$ cat config.mk
export PLATFORM = sky130hd
export DESIGN_NAME = ccsds123_byte_serializer
export DESIGN_NICKNAME = d
export VERILOG_FILES = /design/src/rtl/ccsds123_pkg.sv /design/src/rtl/ccsds123_sync_fifo.sv /design/src/rtl/ccsds123_byte_serializer.sv
export SDC_FILE = /design/constraint.sdc
export NUM_CORES = 1
export LEC_CHECK = 0
export ABC_AREA = 1
export BUFFER_PORTS_ARGS = -buffer_cell sky130_fd_sc_hd__buf_2
export CORE_MARGIN = 2
export CORE_UTILIZATION = 30
export CTS_CLUSTER_DIAMETER = 150
export CTS_CLUSTER_SIZE = 8
export DETAILED_ROUTE_END_ITERATION = 8
export MAX_ROUTING_LAYER = met4
export SETUP_SLACK_MARGIN = 0.15
export SYNTH_ARGS = -nofsm -noshare
export SYNTH_HDL_FRONTEND = slang
export SYNTH_SLANG_ARGS = --single-unit
$ cat constraint.sdc
create_clock -name clk -period 10.3 [get_ports clk]
set_input_delay 1.03 -clock clk [delete_from_list [all_inputs] [get_ports clk]]
set_output_delay 1.03 -clock clk [all_outputs]
set_load 0.02 [all_outputs]
$ cat src/rtl/ccsds123_pkg.sv
// Shared types and elaboration helpers for the CCSDS-123 output byte serializer.
package ccsds123_pkg;

    // Serializer word-holding state: nothing to send, or a word is being shifted out.
    typedef enum logic [0:0] {
        ST_EMPTY  = 1'b0,
        ST_LOADED = 1'b1
    } ser_state_t;

    // Ceiling log2 for sizing pointers and counters at elaboration time.
    function automatic int log2_ceil(input int value);
        int result;
        result = 0;
        for (int i = 0; i < 31; i++) begin
            if ((1 << i) < value) begin
                result = i + 1;
            end
        end
        return result;
    endfunction

    // Number of bytes in one compressor output word.
    function automatic int bytes_per_word(input int bus_width);
        return bus_width / 8;
    endfunction

    // Width of the byte index that walks a word from MSB to LSB.
    function automatic int idx_width(input int bus_width);
        return log2_ceil(bus_width / 8);
    endfunction

endpackage

$ cat src/rtl/ccsds123_sync_fifo.sv
// Single-clock word FIFO with a registered read port.
// rd_data updates only on a successful read, so it doubles as the holding
// register for the word currently being serialized downstream.
module ccsds123_sync_fifo
    import ccsds123_pkg::*;
#(
    parameter int WIDTH = 65,
    parameter int DEPTH = 16
) (
    input  logic                        clk,
    input  logic                        rst,
    input  logic                        wr_en,
    input  logic [WIDTH-1:0]            wr_data,
    input  logic                        rd_en,
    output logic [WIDTH-1:0]            rd_data,
    output logic                        full,
    output logic                        empty,
    output logic [log2_ceil(DEPTH):0]   level
);

    localparam int ADDR_W = log2_ceil(DEPTH);
    localparam logic [ADDR_W:0] DEPTH_L = (ADDR_W + 1)'(DEPTH);

    // Pointers carry one extra bit so that full and empty are distinguishable.
    logic [ADDR_W:0]  wr_ptr_reg;
    logic [ADDR_W:0]  rd_ptr_reg;
    logic [WIDTH-1:0] mem [DEPTH];
    logic [WIDTH-1:0] rd_data_reg;
    logic             do_wr;
    logic             do_rd;

    assign level   = wr_ptr_reg - rd_ptr_reg;
    assign full    = (level == DEPTH_L);
    assign empty   = (wr_ptr_reg == rd_ptr_reg);
    assign rd_data = rd_data_reg;

    // A write into a full FIFO is still legal when a read frees a slot on the same edge.
    assign do_rd = rd_en && !empty;
    assign do_wr = wr_en && (!full || do_rd);

    // Storage array: written only, never reset, so it maps onto block RAM.
    always_ff @(posedge clk) begin
        if (do_wr) begin
            mem[wr_ptr_reg[ADDR_W-1:0]] <= wr_data;
        end
    end

    // Registered read port; cleared on reset so the output byte reads as zero.
    always_ff @(posedge clk) begin
        if (rst) begin
            rd_data_reg <= '0;
        end else if (do_rd) begin
            rd_data_reg <= mem[rd_ptr_reg[ADDR_W-1:0]];
        end
    end

    // Read and write pointers, wrapping naturally modulo twice the depth.
    always_ff @(posedge clk) begin
        if (rst) begin
            wr_ptr_reg <= '0;
            rd_ptr_reg <= '0;
        end else begin
            if (do_wr) begin
                wr_ptr_reg <= wr_ptr_reg + (ADDR_W + 1)'(1);
            end
            if (do_rd) begin
                rd_ptr_reg <= rd_ptr_reg + (ADDR_W + 1)'(1);
            end
        end
    end

endmodule

$ cat src/rtl/ccsds123_byte_serializer.sv
// Buffers compressor output words (no backpressure upstream) and emits each
// word MSB-first as an 8-bit AXI4-Stream, flagging the last byte of an image.
module ccsds123_byte_serializer
    import ccsds123_pkg::*;
#(
    parameter int BUS_WIDTH  = 64,
    parameter int FIFO_DEPTH = 16
) (
    input  logic                          clk,
    input  logic                          rst,
    input  logic [BUS_WIDTH-1:0]          in_data,
    input  logic                          in_valid,
    input  logic                          in_last,
    output logic [7:0]                    m_axis_tdata,
    output logic                          m_axis_tvalid,
    input  logic                          m_axis_tready,
    output logic                          m_axis_tlast,
    output logic                          overflow,
    output logic [$clog2(FIFO_DEPTH):0]   fifo_level
);

    localparam int BYTES = bytes_per_word(BUS_WIDTH);
    localparam int IDX_W = idx_width(BUS_WIDTH);
    localparam logic [IDX_W-1:0] IDX_MAX = IDX_W'(BYTES - 1);

    ser_state_t       state_reg;
    ser_state_t       state_next;
    logic [IDX_W-1:0] idx_reg;
    logic [IDX_W-1:0] idx_next;
    logic             overflow_reg;

    logic             pop;
    logic             push;
    logic             loaded;
    logic             byte_accept;
    logic [BUS_WIDTH:0] word;
    logic             fifo_full;
    logic             fifo_empty;
    logic [7:0]       byte_lane [BYTES];

    // The FIFO read register holds the word being serialized: {last, data}.
    ccsds123_sync_fifo #(
        .WIDTH (BUS_WIDTH + 1),
        .DEPTH (FIFO_DEPTH)
    ) u_fifo (
        .clk     (clk),
        .rst     (rst),
        .wr_en   (push),
        .wr_data ({in_last, in_data}),
        .rd_en   (pop),
        .rd_data (word),
        .full    (fifo_full),
        .empty   (fifo_empty),
        .level   (fifo_level)
    );

    // Split the held word into byte lanes; lane 0 is the least significant byte.
    for (genvar gi = 0; gi < BYTES; gi++) begin : g_lane
        assign byte_lane[gi] = word[gi*8 +: 8];
    end

    assign loaded        = (state_reg == ST_LOADED);
    assign byte_accept   = loaded && m_axis_tready;
    assign m_axis_tvalid = loaded;
    assign m_axis_tdata  = byte_lane[idx_reg];
    assign m_axis_tlast  = loaded && (idx_reg == '0) && word[BUS_WIDTH];
    assign overflow      = overflow_reg;

    // A word is kept if there is room, or if this edge pops and frees a slot.
    assign push = in_valid && (!fifo_full || pop);

    // Next state, byte index and pop request for the word holding register.
    always_comb begin
        state_next = state_reg;
        idx_next   = idx_reg;
        pop        = 1'b0;
        case (state_reg)
            ST_EMPTY: begin
                if (!fifo_empty) begin
                    pop        = 1'b1;
                    idx_next   = IDX_MAX;
                    state_next = ST_LOADED;
                end
            end
            ST_LOADED: begin
                if (byte_accept) begin
                    if (idx_reg != '0) begin
                        idx_next = idx_reg - IDX_W'(1);
                    end else if (!fifo_empty) begin
                        // Chain straight into the next word: no bubble between words.
                        pop      = 1'b1;
                        idx_next = IDX_MAX;
                    end else begin
                        state_next = ST_EMPTY;
                    end
                end
            end
            default: begin
                state_next = ST_EMPTY;
            end
        endcase
    end

    // State and byte index registers.
    always_ff @(posedge clk) begin
        if (rst) begin
            state_reg <= ST_EMPTY;
            idx_reg   <= IDX_MAX;
        end else begin
            state_reg <= state_next;
            idx_reg   <= idx_next;
        end
    end

    // Sticky overflow: set whenever an incoming word had to be dropped.
    always_ff @(posedge clk) begin
        if (rst) begin
            overflow_reg <= 1'b0;
        end else if (in_valid && !push) begin
            overflow_reg <= 1'b1;
        end
    end

endmodule

==> run summary <==
Slew HR -> 16.1%
register area share after synthesis -> 73.8%
fin crit share -> 55.3%
Routed WL -> 122,000 um
hold buffers post-CTS -> 0
TritonCTS buffer count -> 157
Post-CTS Setup Inserts -> 0
number of flops mapped to enable cells by yosys -> 1,040
Slew Limit Fails -> 0
Syn Std Cell Area -> 44,500 um2
Residual DRC -> 0
Final Worst Setup Slack -> 4600 ps
r2r setup slk -> 4600 ps
clock buffer depth -> 3
status -> finished clean
Detail Route Antenna Nets -> 0
Compound-Gate Fraction of Synth Area -> 12.4%
skew final -> 45.2 ps
CP Capture Point -> u_fifo.mem[2][16]
met3 Usage GRT -> 3.37%
Startpoint Class -> register
CP endpoint kind -> register
Post-Synth Adder-Cell Area -> 0.354%
cell with the most instances after synthesis -> edfxtp_1
Post-Synth Simple-Gate Area -> 9.71%
Leak -> 16.7 nW
PwrDens -> 271 nW/um2
fraction of registers with async set/reset -> 0%
Vias/cell -> 5.06
Hold Path Depth -> 2
first-pass GRT wire length -> 180,000 um
Clock Sinks -> 1,120
CP max FO -> 72
starting density of the core -> 30.2%
critical path type -> register to register
RR Endpoint -> u_fifo.mem[2][16]
XOR/XNOR Fraction of Synth Area -> 0.0788%
worst endpoint required time -> 10,680 ps
NumNets Final -> 3,652
unrepaired setup endpoints after global routing -> false
Total GRT Usage -> 16.2%
Die Area -> 151,000 um2
TritonCTS clock tree -> yes
Synth top cells by count -> edfxtp_1 (1,040), nor2_1 (691), o21ai_0 (511)
share of layout cells above drive strength 1 -> 8.86%
final std cells w/o fill -> 5,629
Most Crowded Layer GR -> met2
Setup crit start -> idx_reg[0]
CTS root buffer -> clkbuf_16
Netlist cell types -> 33
MaxCap Viol Count -> 0
die height -> 389 um
r2r startpoint -> idx_reg[0]
Synthesized Nets -> 3,618
main flop type after synthesis -> edfxtp_1
synthesized area per cell -> 12.6 um2
post-cts resize count -> 0
Largest register FFs -> 1,040
minimum clock period -> 5700 ps
largest family of logic cells by synthesized area -> compound AO/OA/AOI/OAI gates
Final setup viols -> 0
fmax -> 176 MHz
top cell type's share of synthesized area -> 70.2%
Place WS -> 4660 ps
final hold violations -> 0
multiplexer area fraction after synthesis -> 0%
clk slew on worst S/H paths -> 60 ps
DR WL/cell -> 21.6 um
GRT overflow -> 0
drt initial violations -> 2,717
Pre-Repair DR Iteration Count -> 5
Worst Max-Slew Pin Slew -> 1260 ps
Worst-Skew Late Latency -> 760 ps
HP Class -> register to register
DP HPWL -> 63,800 um
initial antenna violation count -> 14
synthesis warning total -> 0
Via Count -> 28.5k
Synth area leader -> edfxtp_1
I/O Buffers -> 84
reg2reg path depth -> 13
Area growth syn-to-layout -> 15.0%
Synth area leaders -> edfxtp_1 (70%), nor2_1 (5.8%), o21ai_0 (5.8%)
peak supply drop -> 0.221 mV
final setup TNS -> 0 ps
H-tree depth -> 4
Mapped Cells -> 3,537
data arrival time of the worst path -> 6080 ps
filler cell count -> 14.3k
met1 global-route usage -> 21.4%
register bit count reported by yosys -> 1,120
met2 Usage GRT -> 24.9%
largest net degree at the start of global routing -> 214
total core area -> 147,000 um2
placer congestion estimate -> 0.811
Placed Instances -> 5,342
count of standard-cell rows -> 141
die width -> 389 um
vias in the first global route -> 27.4k
IO Pins -> 85
==> metrics by stage <==
| stage | instance area (um2) | util, % | power [mW] | hold WS [ps] |
|---|---|---|---|---|
| 2_1_floorplan | 44500 | - | 7.99 | 478 |
| 3_3_place_gp | 46500 | 31.5 | 9.10 | 496 |
| 3_5_place_dp | 46500 | 31.5 | 9.13 | 511 |
| 4_1_cts | 51100 | 34.7 | 13.9 | 519 |
| 5_1_grt | 51100 | 34.7 | 14.5 | 565 |
| 6_report | 51100 | 34.7 | 13.9 | 525 |
==> worst max-delay path, cell delays in order (launching register included) <==
cell and delay [ps]:
dfxtp_1 670, inv_1 820, ha_1 320, nand2_2 100
nand2_2 110, nand2_2 100, inv_2 80, nand2_4 590
nand2_1 270, nor2_1 110, nor2_4 180, nand2_1 290
nor2_4 890, buf_4 710
==> final cells by class <==
class / instances / area (um2) / share of cell area (%)
clock buffer: 266 / 4360 / 8.53
tap: 1930 / 2410 / 4.72
antenna: 7 / 17.5 / 0.0343
multi-input combinational: 2084 / 10100 / 19.8
clock inverter: 14 / 263 / 0.514
sequential: 1120 / 32800 / 64.2
timing repair buffer: 117 / 731 / 1.43
inverter: 91 / 355 / 0.695
==> logic make-up after synthesis <==
kind of cell               count (synthesis)
AOI/OAI and AO/OA                        997
xor gates and xnor gates                   4
adders and majority gates                 12
buffers and inverters                    333
DFF                                     1120
and+or+nand+nor                         1071
==> cell usage in the layout (no fill, tap or decap), types with 2 or more instances in the layout <==
cell and count:
or2_2 2, a31oi_1 57, nand2_2 3, o22ai_1 91, xor2_1 4, a21oi_1 76
dfxtp_1 77, inv_1 82, buf_4 28, nand2_1 212, clkbuf_16 158, nand3_1 109
dfxtp_4 3, o211ai_1 131, ha_1 11, buf_12 5, or2_0 16, edfxtp_1 1040
nor2_4 20, inv_4 2, clkbuf_1 108, buf_2 84, or2_1 31, diode_2 7
o21ai_0 511, clkinv_16 5, clkinv_8 3, inv_2 5, o21ai_1 131, nor2_1 674
inv_6 5
==> worst min path at each step <==
stage / start / endpoint
floorplan: u_fifo.wr_ptr_reg[4] / u_fifo.wr_ptr_reg[4]
global placement: u_fifo.wr_ptr_reg[4] / u_fifo.wr_ptr_reg[4]
detailed placement: u_fifo.wr_ptr_reg[4] / u_fifo.wr_ptr_reg[4]
CTS: m_axis_tready / idx_reg[2]
global route: u_fifo.wr_ptr_reg[4] / u_fifo.wr_ptr_reg[4]
finish: u_fifo.wr_ptr_reg[4] / u_fifo.wr_ptr_reg[4]
==> metal layers <==
metal	up-vias	wire length [um]
met5	-	0
met4	0	3190
met3	205	9480
met2	1086	56700
met1	14200	52300
li1	13000	-
==> power by group <==
| part | internal (mW) | leakage [nW] | switching [mW] | total, mW |
|---|---|---|---|---|
| clock network | 2.88 | 2.18 | 1.93 | 4.80 |
| logic | 0.993 | 4.47 | 2.55 | 3.54 |
| registers | 5.26 | 10.1 | 0.255 | 5.51 |
| total | 9.13 | 16.7 | 4.73 | 13.9 |
Note: power is estimated with default switching activity, not from simulation.
